### src/rtl/verificador_vitoria.sv
`default_nettype none
// ============================================================================
// Module   : verificador_vitoria
// Purpose  : Sequential win/draw checker for one 3x3 board (micro board or
//            macro state board). On a start pulse it reads the 9 cells over a
//            synchronous-read RAM port. It then checks the 8 lines for the
//            latched player and registers a result code.
// Ports    : clock, reset          - rising-edge clock, async active-high reset
//            iniciar               - start pulse (accepted only when idle)
//            jogador, modo_macro,
//            tabuleiro             - player, RAM select, micro board index
//            rd_en, rd_sel_macro,
//            rd_addr, rd_data      - board RAM read port (data valid 1 cycle
//                                    after rd_en)
//            ocupado, pronto       - busy flag, one-cycle completion pulse
//            vitoria, empate,
//            resultado             - registered result (held until next check)
//            db_estado             - current state code
// Revision : 1.0 - initial release
// ============================================================================
module verificador_vitoria #(
  parameter int CELL_W = 2
) (
  input  logic              clock,
  input  logic              reset,
  input  logic              iniciar,
  input  logic              jogador,
  input  logic              modo_macro,
  input  logic [3:0]        tabuleiro,
  output logic              rd_en,
  output logic              rd_sel_macro,
  output logic [6:0]        rd_addr,
  input  logic [CELL_W-1:0] rd_data,
  output logic              ocupado,
  output logic              pronto,
  output logic              vitoria,
  output logic              empate,
  output logic [1:0]        resultado,
  output logic [2:0]        db_estado
);

  localparam logic [2:0] c_OCIOSO  = 3'd0;
  localparam logic [2:0] c_LEITURA = 3'd1;
  localparam logic [2:0] c_ESPERA  = 3'd2;
  localparam logic [2:0] c_AVALIA  = 3'd3;
  localparam logic [2:0] c_FIM     = 3'd4;

  localparam int c_CELLS_W = 9 * CELL_W;

  logic [2:0]           r_estado;
  logic [2:0]           w_prox;
  logic [3:0]           r_cont;
  logic [c_CELLS_W-1:0] r_celulas;
  logic                 r_jog;
  logic                 r_macro;
  logic [3:0]           r_tab;
  logic                 r_vitoria;
  logic                 r_empate;
  logic [1:0]           r_resultado;

  logic [6:0]           w_base;
  logic [CELL_W-1:0]    w_p;
  logic [1:0]           w_codigo;
  logic [8:0]           w_eq;
  logic [8:0]           w_ocup;
  logic                 w_vit;
  logic                 w_emp;

  // 9*tabuleiro as (t<<3)+t, truncated to 7 bits; macro board sits at 0.
  assign w_base = r_macro ? 7'd0 : ({r_tab, 3'b000} + {3'b000, r_tab});

  assign w_p      = r_jog ? CELL_W'(2) : CELL_W'(1);
  assign w_codigo = r_jog ? 2'b10 : 2'b01;

  // Cell 0 ends up in the lowest slot because cells are shifted in from the
  // top in address order.
  for (genvar i = 0; i < 9; i++) begin : g_cell
    logic [CELL_W-1:0] w_cell;
    assign w_cell  = r_celulas[i*CELL_W +: CELL_W];
    assign w_eq[i]   = (w_cell == w_p);
    assign w_ocup[i] = (w_cell != '0);
  end

  assign w_vit = (w_eq[0] & w_eq[1] & w_eq[2]) |
                 (w_eq[3] & w_eq[4] & w_eq[5]) |
                 (w_eq[6] & w_eq[7] & w_eq[8]) |
                 (w_eq[0] & w_eq[3] & w_eq[6]) |
                 (w_eq[1] & w_eq[4] & w_eq[7]) |
                 (w_eq[2] & w_eq[5] & w_eq[8]) |
                 (w_eq[0] & w_eq[4] & w_eq[8]) |
                 (w_eq[2] & w_eq[4] & w_eq[6]);
  assign w_emp = !w_vit && (&w_ocup);

  always_comb begin
    w_prox = c_OCIOSO;
    case (r_estado)
      c_OCIOSO:  w_prox = iniciar ? c_LEITURA : c_OCIOSO;
      c_LEITURA: w_prox = (r_cont == 4'd8) ? c_ESPERA : c_LEITURA;
      c_ESPERA:  w_prox = c_AVALIA;
      c_AVALIA:  w_prox = c_FIM;
      c_FIM:     w_prox = c_OCIOSO;
      default:   w_prox = c_OCIOSO;
    endcase
  end

  always_ff @(posedge clock or posedge reset) begin
    if (reset) begin
      r_estado    <= c_OCIOSO;
      r_cont      <= 4'd0;
      r_celulas   <= '0;
      r_jog       <= 1'b0;
      r_macro     <= 1'b0;
      r_tab       <= 4'd0;
      r_vitoria   <= 1'b0;
      r_empate    <= 1'b0;
      r_resultado <= 2'b00;
    end else begin
      r_estado <= w_prox;
      case (r_estado)
        c_OCIOSO: begin
          if (iniciar) begin
            r_jog     <= jogador;
            r_macro   <= modo_macro;
            r_tab     <= tabuleiro;
            r_cont    <= 4'd0;
            r_celulas <= '0;
          end
        end
        c_LEITURA: begin
          r_cont <= r_cont + 4'd1;
          // Data for the address issued last cycle arrives now; nothing is
          // in flight while the first address is out.
          if (r_cont != 4'd0) begin
            r_celulas <= {rd_data, r_celulas[c_CELLS_W-1:CELL_W]};
          end
        end
        c_ESPERA: begin
          r_celulas <= {rd_data, r_celulas[c_CELLS_W-1:CELL_W]};
        end
        c_AVALIA: begin
          r_vitoria   <= w_vit;
          r_empate    <= w_emp;
          r_resultado <= w_vit ? w_codigo : (w_emp ? 2'b11 : 2'b00);
        end
        default: ;
      endcase
    end
  end

  assign rd_en        = (r_estado == c_LEITURA);
  assign rd_sel_macro = rd_en & r_macro;
  assign rd_addr      = rd_en ? (w_base + {3'b000, r_cont}) : 7'd0;
  assign ocupado      = (r_estado != c_OCIOSO);
  assign pronto       = (r_estado == c_FIM);
  assign vitoria      = r_vitoria;
  assign empate       = r_empate;
  assign resultado    = r_resultado;
  assign db_estado    = r_estado;

endmodule
`default_nettype wire

### config.mk
export PLATFORM = sky130hd
export DESIGN_NAME = verificador_vitoria
export DESIGN_NICKNAME = d
export VERILOG_FILES = /design/src/rtl/verificador_vitoria.sv
export SDC_FILE = /design/constraint.sdc
export NUM_CORES = 1
export LEC_CHECK = 0
export ABC_CLOCK_PERIOD_IN_PS = 3600
export CORE_MARGIN = 4
export CORE_UTILIZATION = 50
export CTS_CLUSTER_DIAMETER = 50
export DETAILED_ROUTE_END_ITERATION = 6
export PLACE_DENSITY = 0.72
export SLEW_MARGIN = 10
export SYNTH_ARGS = -nofsm -noshare
export SYNTH_HDL_FRONTEND = slang
export SYNTH_SLANG_ARGS = --single-unit
### constraint.sdc
create_clock -name clock -period 3.6 [get_ports clock]
set_clock_uncertainty 0.05 [all_clocks]
set_input_delay 1.08 -clock clock [delete_from_list [all_inputs] [get_ports clock]]
set_output_delay 1.08 -clock clock [all_outputs]
set_load 0.01 [all_outputs]
# [Word level (Yosys, flattened, before mapping)]
# Cells that the tools add are included.
[word_totals] elab_cells=85 out_inout_bits=18 ff_bits=35 in_bits=11
[classes] eq_ne=16 n_reduce_logical=20 bitwise=24 add_sub_neg=3 mux=13
[op_table] operator="$pmux 18 s3" n=1
[op_table] operator="$mux 18" n=2
[op_table] operator="$reduce_bool 2->1" n=10
[op_table] operator="$eq 2x2->1" n=9
[op_table] operator="$and 1x1->1" n=17
[op_table] operator="$add 7x4->7" n=2
[op_table] operator="$mux 7" n=2
[op_table] operator="$pmux 3 s4" n=1
[op_table] operator="$reduce_and 9->1" n=1
[op_table] operator="$mux 2" n=4
[op_table] operator="$pmux 4 s2" n=1
[op_table] operator="$or 1x1->1" n=7
[op_table] operator="$eq 3x2->1 const B" n=2
[op_table] operator="$reduce_bool 3->1" n=2
[op_table] operator="$add 4x1->4 const B" n=1
[op_table] operator="$eq 4x4->1 const B" n=1
[op_table] operator="$mux 4" n=1
[op_table] operator="$reduce_and 2->1" n=2
[op_table] operator="$reduce_bool 4->1" n=1
[op_table] operator="$eq 3x1->1 const B" n=1
[op_table] operator="$eq 3x3->1 const B" n=1
[op_table] operator="$logic_not 3->1" n=1
[op_table] operator="$reduce_and 3->1" n=1
[op_table] operator="$ne 2x1->1 const B" n=1
[op_table] operator="4 further kinds" n=4

# [Longest topological paths before layout]
# Gate-level depths: netlist of run 1.
[depth] ltp_word=15 mapped_depth=9

# [Worst setup path before layout of run 1]
# No wires, ideal clock.
[synth_timing] path_kind="reg2out" startpoint="reg r_tab[0]" endpoint="out rd_addr[6]" t_required_ps=2470 arrival_ps=2353 path_buffers=0 stages_incl_launch_ff=10 setup_slack_ps=117 cell_sequence="dfrtp_1 > nor2b_1 > ha_1 > fa_1 > a21o_1 > a21oi_1 > nor4b_1 > o21ai_0 > a21oi_1 > nor4b_1"
[synth_via] elab_chain_cells=4
[synth_rtl] item="start: declaration" line="56" text="logic [3:0] r_tab;"
[synth_rtl] item="start signal: assignment" line="124" text="r_tab <= tabuleiro;"
[synth_rtl] item="$add 7x4->7" line="70" text="assign w_base = r_macro ? 7'd0 : ({r_tab, 3'b000} + {3'b000, r_tab});"
[synth_rtl] item="$mux 7" line="70"
[synth_rtl] item="$add 7x4->7" line="152" text="assign rd_addr = rd_en ? (w_base + {3'b000, r_cont}) : 7'd0;"
[synth_rtl] item="$mux 7" line="152"
[synth_rtl] item="end: declaration" line="32" text="output logic [6:0] rd_addr,"
# Every way passes these cells.

# [Worst setup path after layout of run 1]
# Ends and elaborated chain as after synthesis.

==> results of run 1 <==
## repair_timing
action,CTS,global route
setup buffers,0,1
endpoints found under the setup margin,3,3
gates resized for setup,10,7
hold buffers,0,0
pin swaps,2,2
## area by class of cell
type	instances	share of cell area, %
sequential	35	33.3
clock buffer	6	2.76
inverter	10	1.43
tap	50	2.38
timing repair buffer	47	16.0
multi-input combinational	188	44.1
## metal layers
metal	wire length, um	vias up
met3	229	7
met5	0	-
li1	-	923
met2	2010	45
met4	57	0
met1	2120	832
## layout by cell type, fill, tap and decap left out, types with 3 or more instances in the layout
master,Yosys,routed
nor2_1,12,12
o22ai_1,12,12
and2_1,3,3
dfrtp_1,35,35
a21oi_1,5,4
xnor2_1,4,4
nor2b_1,6,5
ha_1,8,7
mux2_2,4,4
o21ai_0,12,10
nor3b_1,3,3
buf_4,0,19
nand3_1,20,20
nand2_1,53,53
clkdlybuf4s50_1,0,24
or3b_2,4,4
inv_1,9,9
clkbuf_8,0,5
nand2b_1,10,10
nand3b_1,5,5
## final timing paths
path / end / slack [ns]
max: rd_addr[6] / 0.04
min: empate / 0.43
max reg2reg: r_celulas[14] / 1.46
min reg2reg: empate / 0.43
max in group asynchronous: r_tab[2] / 2.04
min in group asynchronous: r_celulas[4] / 1.15
## critical path, stage by stage (launching register included)
cell     delay [ns]
dfrtp_1        0.37
nor2b_1        0.13
ha_2           0.18
fa_2           0.34
a21o_1         0.20
a21oi_2        0.23
nor4b_2        0.08
o21ai_1        0.17
a21oi_1        0.10
nor4b_2        0.20
buf_2          0.16
## power by group through the flow
stage | combinational (mW) | clock (mW) | sequential (mW)
after floorplan | 0.824 | 0 | 0.680
after global placement | 1.34 | 0 | 0.696
after detailed placement | 1.37 | 0 | 0.701
after CTS | 1.36 | 0.261 | 0.695
after global routing | 1.54 | 0.274 | 0.730
final | 1.37 | 0.254 | 0.696
## flip-flops by register name, summed over array words and instances (netlist names)
| signal | flops |
|---|---|
| db_estado | 3 |
| empate | 1 |
| r_celulas | 18 |
| r_cont | 4 |
| r_jog | 1 |
| r_macro | 1 |
| r_tab | 4 |
| resultado | 2 |
| vitoria | 1 |
## logic make-up (layout without fill, tap and decap cells)
group	after synthesis	count (layout)	share of synthesized area, %
DFF	35	35	42.0
muxes	5	5	2.64
and+or+nand+nor	128	128	31.2
buffers and inverters	19	63	3.60
AOI/OAI and AO/OA	41	41	12.7
xor gates and xnor gates	5	5	2.10
adders and majority gates	9	9	5.76
## per-stage QoR
stage          TNS (ns)  setup WS [ns]  std cells
2_1_floorplan         0          0.117        242
3_3_place_gp     -0.253         -0.253        329
3_5_place_dp     -0.351         -0.351        329
4_1_cts        -0.00239       -0.00239        335
5_1_grt         -0.0992        -0.0813        336
6_report              0         0.0435        336
==> run_results.csv, run 1 <==
group,metric,value,unit
global_route,grtUsageMet2,30.4,%
drt,remaining_drc_errors,0,
timing,worst_slew_pin_slew,1.10,ns
floorplanning,die_w,72.6,um
synthesis,synth_warnings,0,
cts,clock_sinks,35,
placed_design,place.gp.congestion,0.956,
power,pwr-share-comb,59.0,%
finish,syn_to_final_growth,25.9,%
cts,cts.htree.levels,2,
timing,rsz0062_at_grt,"true",
timing,setup_viol,0,
synthesis,synthArstFlopShare,100,%
critical_path,critical_path_class,"flip-flop to output pin",
placed_design,port-buffer-count,28,
power,peakVddDrop,0.000484,V
global_route,track_usage,19.0,%
finish,regArea,876,sq um
finish,drive_gt1_share,15.7,%
drt,first_iter_violations,134,
timing,hold_viol,0,
power,p_seq_share,30.0,%
status,status,"finished clean",
synthesis,synthCells,242,
run,max_cap_violations,0,
drt,postRouteAntennaNets,0,
worst_hold_path,min_path_cells,2,
synthesis,yosysUniqueCellTypes,42,
synthesis,synth_area_leaders,"dfrtp_1, nand2_1, ha_1",
critical_path,cp.required,2.47,ns
critical_path,cp_max_fo,4,
synthesis,synth_ff_type,"dfrtp_1",
synthesis,ys_seq_area_share,42.0,%
finish,final_area,2630,sq um
cts,insertion_delay,0.28,ns
global_route,busiest_layer,"met2",
critical_path,start_kind,"flip-flop",
timing,slew_viol_final,0,
drt,first_pass_iters,4,
cts,clockBufferDepth,2,
floorplanning,ios,29,
power,sw_frac_of_total,42.3,%
placed_design,hpwl,3.24,mm
synthesis,synth_top_area_share,42.0,%
synthesis,synth_nets,262,
timing,fin_crit,3.56,ns
finish,fill_cells,367,
global_route,antenna_found_initial,0,
worst_hold_path,hold_path.class,"flip-flop to flip-flop",
critical_path,crit_arrival,2.43,ns
critical_path,rr_worst_depth,7,
global_route,grt_max_degree,36,
power,switchingPower,0.982,mW
floorplanning,initial_utilization,51.8,%
global_route,use_met3,3.72,%
critical_path,crit-reg2reg-launch,"r_cont[1]",
finish,utilization,65.2,%
critical_path,critPathCaptureType,"output pin",
cts,cts_tree,"done",
global_route,grt_first_pass_wirelength,7.94,mm
drt,vias,1807,
power,leakagePower,1.23,nW
timing,max_slew_margin,27.0,%
placed_design,postPlaceCellArea,2530,sq um
cts,root_buffer,"clkbuf_8",
power,pwr-share-clk,11.0,%
cts,cts_buffers,5,
floorplanning,core_area,4030,sq um
worst_hold_path,min-delay-start,"empate",
drt,vias_per_cell,5.38,
drt,wl_per_cell,13.1,um
floorplanning,rows,23,
global_route,globalRouteMet1Util,25.9,%
finish,n_antenna_cell,0,
synthesis,syn_area_per_cell,8.62,sq um
floorplanning,die_h,72.6,um
critical_path,crit_start,"r_tab[0]",
synthesis,synth-edff-count,0,
timing,clock.fmax,0.281,GHz
power,p_int,1.34,mW
synthesis,ys_ff_latch,35,
synthesis,synth_top_area_cell,"dfrtp_1",
timing,post-route-period-util,98.8,%
synthesis,yosysMostFrequentCell,"nand2_1",
synthesis,syn-cell-area,2090,sq um
finish,nets,307,
timing,whs,0.427,ns
floorplanning,dieArea,5270,sq um
finish,multi_input_area,1160,sq um
drt,wl,4.41,mm
power,p_total,2.32,mW
power,power.density,883,nW/um^2
cts,path_clk_slew,0.06,ns
synthesis,synth_common_cells,"nand2_1, dfrtp_1, nand3_1",
global_route,grt_pass1_vias,1733,
global_route,grt-ovfl-total,0,
Note: power is estimated with default switching activity, not from simulation.
==> run 2: changes to the inputs <==
--- a/config.mk
+++ b/config.mk
@@ -6,11 +6,13 @@
 export NUM_CORES = 1
 export LEC_CHECK = 0
 export ABC_CLOCK_PERIOD_IN_PS = 3600
-export CORE_MARGIN = 4
-export CORE_UTILIZATION = 50
+export CAP_MARGIN = 40
+export CELL_PAD_IN_SITES_DETAIL_PLACEMENT = 1
+export CELL_PAD_IN_SITES_GLOBAL_PLACEMENT = 1
+export CORE_UTILIZATION = 41
 export CTS_CLUSTER_DIAMETER = 50
 export DETAILED_ROUTE_END_ITERATION = 6
-export PLACE_DENSITY = 0.72
+export PLACE_DENSITY = 0.77
 export SLEW_MARGIN = 10
 export SYNTH_ARGS = -nofsm -noshare
 export SYNTH_HDL_FRONTEND = slang
==> run 2 against run 1 <==
The flow now finishes with violations (negative setup slack). Critical path depth did not move. Combinational power is 7% higher. Design area increased by 2.6%. Non-clock buffer count up 3. Fmax is 1.3% lower. Cell count grew 6.3%. Sequential share of layout area shrank 0.85 points.
==> run_results.csv, run 2 (synthesized netlist as in run 1, its figures left out) <==
group,metric,value,unit
timing,worst_slack,-0.00391,ns
global_route,grt-ovfl-total,0,
timing,post-route-period-util,100,%
finish,regMostFlops,"r_celulas",
drt,first_pass_iters,4,
cts,postCtsSetupRepairBufs,0,
timing,worst_slew_pin_slew,0.614,ns
floorplanning,rows,25,
global_route,track_usage,21.8,%
global_route,antenna_found_initial,0,
finish,layout_commonest_cell,"nand2_1",
floorplanning,dieArea,5380,sq um
drt,wl,5.40,mm
timing,clock.fmax,0.277,GHz
critical_path,cp.required,2.47,ns
critical_path,crit_arrival,2.47,ns
cts,clockBufferDepth,2,
placed_design,place.gp.congestion,0.889,
finish,reg_top3,"r_celulas x18, r_cont x4, r_tab x4",
floorplanning,initial_utilization,43.3,%
critical_path,critical_path_class,"flip-flop to output pin",
global_route,globalRouteMet1Util,32.1,%
power,p_total,2.47,mW
drt,vias_per_cell,5.26,
floorplanning,die_h,73.3,um
power,pwr-share-comb,59.7,%
drt,first_iter_violations,69,
drt,postRouteAntennaNets,0,
global_route,grt_first_pass_wirelength,8.96,mm
power,power.density,915,nW/um^2
run,max_cap_violations,0,
floorplanning,ios,29,
worst_hold_path,min_path_cells,2,
critical_path,rr_worst_depth,5,
global_route,grt_max_degree,36,
timing,slew_viol_final,0,
floorplanning,die_w,73.3,um
power,p_seq_share,28.7,%
finish,regArea,876,sq um
status,violations,"negative setup slack",
critical_path,start_kind,"flip-flop",
timing,rsz0062_at_grt,"true",
power,pwr-share-clk,11.6,%
drt,remaining_drc_errors,0,
power,peakVddDrop,0.000357,V
timing,setup_viol,1,
global_route,use_met3,3.70,%
cts,root_buffer,"clkbuf_8",
finish,largest_reg_flops,18,
power,p_int,1.40,mW
floorplanning,core_area,4820,sq um
finish,nets,310,
placed_design,port-buffer-count,28,
finish,syn_to_final_growth,29.2,%
critical_path,cp_max_fo,4,
finish,drive_gt1_share,17.9,%
worst_hold_path,hold_path.class,"flip-flop to flip-flop",
cts,clock_sinks,35,
timing,whs,0.423,ns
finish,n_antenna_cell,0,
timing,hold_viol,0,
timing,fin_crit,3.60,ns
critical_path,critPathCaptureType,"output pin",
cts,cts_buffers,5,
status,status,"finished, violations left",
timing,tns,-0.00391,ns
finish,most-common-layout-cells,"nand2_1, dfrtp_1, clkdlybuf4s50_1",
power,switchingPower,1.07,mW
timing,max_slew_margin,59.1,%
power,leakagePower,1.26,nW
global_route,grt_pass1_vias,1844,
finish,multi_input_area,1170,sq um
drt,vias,1878,
global_route,grtUsageMet2,33.0,%
cts,cts_tree,"done",
global_route,busiest_layer,"met2",
cts,cts.htree.levels,2,
finish,fill_cells,603,
cts,path_clk_slew,0.07,ns
drt,wl_per_cell,15.1,um
cts,insertion_delay,0.28,ns
power,sw_frac_of_total,43.3,%
placed_design,hpwl,3.95,mm
## run 2: cell count changes in the layout (fill, tap and decap cells not counted)
cell | before | now
buf_4 | 19 | 21
a21oi_2 | 1 | 0
a21oi_4 | 0 | 1
buf_2 | 1 | 2
buf_6 | 0 | 1
clkbuf_1 | 1 | 0
clkbuf_8 | 5 | 6
clkdlybuf4s15_1 | 1 | 0
clkinv_2 | 0 | 1
o21ai_1 | 2 | 1
o21ai_2 | 0 | 1
## run 2: worst paths after layout
kind	startpoint	to	slack [ns]
setup / recovery	r_tab[0]	rd_addr[6]	-0.004
min in group asynchronous	reset	r_celulas[0]	1.14
hold reg to reg	vitoria	vitoria	0.42
max in group asynchronous	reset	r_macro	2.05
setup reg to reg	db_estado[1]	resultado[1]	1.48
hold / removal	vitoria	vitoria	0.42
## run 2: per-stage QoR
stage | worst slack (ns) | instance area (sq um) | utilization, % | instances
after floorplan | 0.117 | 2090 | - | 242
after global placement | -0.280 | 2570 | 53.4 | 349
after detailed placement | -0.435 | 2580 | 53.6 | 350
after CTS | -0.0210 | 2680 | 55.6 | 357
after global routing | -0.0940 | 2700 | 55.9 | 357
final | -0.00391 | 2700 | 55.9 | 357
## run 2: critical path: stages, from the launching register on
cell and delay [ns]:
dfrtp_1 0.38, buf_4 0.14, ha_1 0.27, nor2b_1 0.13, ha_1 0.33, a21oi_4 0.09
o21ba_2 0.20, o21ai_2 0.15, a21oi_1 0.10, nor4b_2 0.22, buf_2 0.17
## run 2: final cells by class
type,instances,area share [%]
Clock buffer,6,3.06
Timing Repair Buffer,50,16.3
Clock inverter,1,0.186
Tap cell,67,3.11
Sequential cell,35,32.5
Multi-Input combinational cell,188,43.4
Inverter,10,1.39
## run 2: metal layers
metal | up-vias | share of wire [%]
li1 | 937 | -
met1 | 912 | 49
met2 | 24 | 47
met3 | 5 | 3.2
met4 | 0 | 0.72
met5 | - | 0
## run 2: power groups by stage
stage | clock (mW) | sequential (mW) | combinational, mW
4_1_cts | 0.295 | 0.706 | 1.47
6_report | 0.286 | 0.709 | 1.47
2_1_floorplan | 0 | 0.680 | 0.824
3_3_place_gp | 0 | 0.702 | 1.39
5_1_grt | 0.309 | 0.732 | 1.63
3_5_place_dp | 0 | 0.712 | 1.45
## run 2: repair_timing
action | in CTS | in global routing
hold buffers | 0 | 0
resized for setup | 13 | 8
endpoints found under the setup margin | 3 | 3
pin swaps | 3 | 1
endpoints found under the hold margin | 0 | 0
==> run 3: changes to the inputs <==
--- a/config.mk
+++ b/config.mk
@@ -13,6 +13,7 @@
 export CTS_CLUSTER_DIAMETER = 50
 export DETAILED_ROUTE_END_ITERATION = 6
 export PLACE_DENSITY = 0.77
+export REMOVE_ABC_BUFFERS = 1
 export SLEW_MARGIN = 10
 export SYNTH_ARGS = -nofsm -noshare
 export SYNTH_HDL_FRONTEND = slang
==> run 3 against run 2 <==
The flow now finishes without violations. Global-route usage is 2.4 points higher. Flip-flop and latch count stayed put. Total power is 0.46% higher. Combinational power hardly changed. First-iteration DRC count is 10% higher. Count of clock-buffer cells in the layout is 2 higher. Cell count is 0.28% lower.
==> run_results.csv, run 3 (synthesized netlist as in run 1, its figures left out) <==
group,metric,value,unit
finish,multi_input_area,1160,sq um
global_route,grt_max_degree,36,
finish,largest_reg_flops,18,
timing,rsz0062_at_grt,"true",
floorplanning,die_h,73.3,um
run,max_cap_violations,0,
drt,first_iter_violations,76,
power,p_seq_share,28.7,%
finish,regMostFlops,"r_celulas",
finish,nets,308,
drt,vias,1897,
global_route,grt_pass1_vias,1898,
cts,clock_sinks,35,
power,peakVddDrop,0.000347,V
critical_path,rrSetupSlack,1.31,ns
cts,path_clk_slew,0.07,ns
finish,most-common-layout-cells,"nand2_1, dfrtp_1, clkdlybuf4s50_1",
timing,worst_slew_pin_slew,0.758,ns
timing,slew_viol_final,0,
cts,cts_tree,"done",
worst_hold_path,hold_path.class,"flip-flop to flip-flop",
cts,cts_buffers,5,
power,p_total,2.48,mW
timing,fin_crit,3.59,ns
floorplanning,rows,25,
critical_path,rr_worst_depth,6,
floorplanning,die_w,73.3,um
critical_path,crit-reg2reg-launch,"db_estado[0]",
drt,first_pass_iters,4,
finish,regArea,876,sq um
global_route,grt_first_pass_wirelength,9.64,mm
placed_design,hpwl,4.11,mm
cts,cts.htree.levels,2,
critical_path,start_kind,"flip-flop",
placed_design,port-buffer-count,28,
critical_path,cp_max_fo,4,
finish,n_antenna_cell,0,
cts,insertion_delay,0.29,ns
drt,vias_per_cell,5.33,
global_route,antenna_found_initial,0,
cts,root_buffer,"clkbuf_8",
critical_path,crit_arrival,2.46,ns
finish,syn_to_final_growth,28.6,%
floorplanning,ios,29,
critical_path,r2r_end,"r_celulas[9]",
power,p_int,1.40,mW
floorplanning,dieArea,5380,sq um
finish,drive_gt1_share,16.6,%
floorplanning,initial_utilization,43.3,%
timing,setup_viol,0,
power,sw_frac_of_total,43.5,%
cts,cts_hold_buffers,0,
global_route,grt-ovfl-total,0,
drt,remaining_drc_errors,0,
floorplanning,core_area,4820,sq um
timing,hold_viol,0,
power,leakagePower,1.24,nW
critical_path,cp.required,2.47,ns
finish,fin_cells,356,
drt,postRouteAntennaNets,0,
timing,max_slew_margin,49.5,%
drt,wl_per_cell,15.5,um
timing,post-route-period-util,99.6,%
timing,clock.fmax,0.279,GHz
finish,layout_commonest_cell,"nand2_1",
cts,postCtsSetupRepairBufs,0,
worst_hold_path,min_path_cells,2,
placed_design,place.gp.congestion,0.908,
worst_hold_path,min_to,"empate",
cts,clockBufferDepth,2,
finish,reg_top3,"r_celulas x18, r_cont x4, r_tab x4",
critical_path,critPathCaptureType,"output pin",
power,power.density,924,nW/um^2
worst_hold_path,min-delay-start,"empate",
critical_path,critical_path_class,"flip-flop to output pin",
global_route,track_usage,24.2,%
power,switchingPower,1.08,mW
placed_design,place_inst,348,
status,status,"finished clean",
power,pwr-share-comb,58.6,%
drt,wl,5.53,mm
finish,fill_cells,587,
power,pwr-share-clk,12.7,%
run 3: power by group through the flow:
stage	logic, mW	clock network, mW	registers (mW)
2_1_floorplan	0.777	0	0.689
3_3_place_gp	1.37	0	0.704
3_5_place_dp	1.46	0	0.714
4_1_cts	1.46	0.327	0.706
5_1_grt	1.61	0.348	0.737
6_report	1.45	0.316	0.710
run 3: what timing repair did:
action                                  4_1_cts  5_1_grt
pin swaps                                     4        3
hold endpoints to repair                      0        0
gates resized for setup                      16        3
endpoints found under the setup margin        3        3
run 3: routing by layer:
metal	GRT usage [%]	up-vias	part of all wire, %
met5	0	-	0
met4	6.41	0	1.5
met3	6.04	9	3.8
met2	37.8	43	48
met1	33.5	916	47
li1	-	929	-
run 3: final cells by class:
cell class                      count  share of cell area (%)
Sequential cell                    35                    32.6
Tap cell                           67                    3.13
Timing Repair Buffer               48                    15.7
Multi-Input combinational cell    188                    43.4
Inverter                           10                    1.40
Clock buffer                        8                    3.73
run 3: metrics by stage:
step           worst slack (ns)  instance area [sq um]  setup TNS (ns)  hold WS, ns  utilization (%)
2_1_floorplan             0.117                   2050               0        0.417                -
6_report                 0.0134                   2680               0        0.429             55.7
4_1_cts                 -0.0595                   2670         -0.0595        0.438             55.4
3_3_place_gp             -0.273                   2550          -0.273        0.411             53.0
3_5_place_dp             -0.428                   2570          -0.471        0.421             53.3
5_1_grt                  -0.133                   2680          -0.178        0.454             55.7
run 3: worst max path at each step:
stage,slack [ns],from,end
4_1_cts,-0.06,r_tab[0],rd_addr[6]
3_3_place_gp,-0.27,r_tab[0],rd_addr[6]
2_1_floorplan,0.12,r_tab[0],rd_addr[6]
3_5_place_dp,-0.43,r_tab[0],rd_addr[6]
5_1_grt,-0.13,r_tab[0],rd_addr[6]
6_report,0.01,r_tab[0],rd_addr[6]
run 3: critical path: stages (launching register included):
cell and delay, ns:
dfrtp_1 0.39, buf_4 0.14, ha_1 0.27, nor2b_1 0.13, ha_1 0.34, a21oi_4 0.19, nor4b_2 0.07, o21ai_1 0.17
a21oi_1 0.10, nor4b_2 0.19, buf_2 0.16
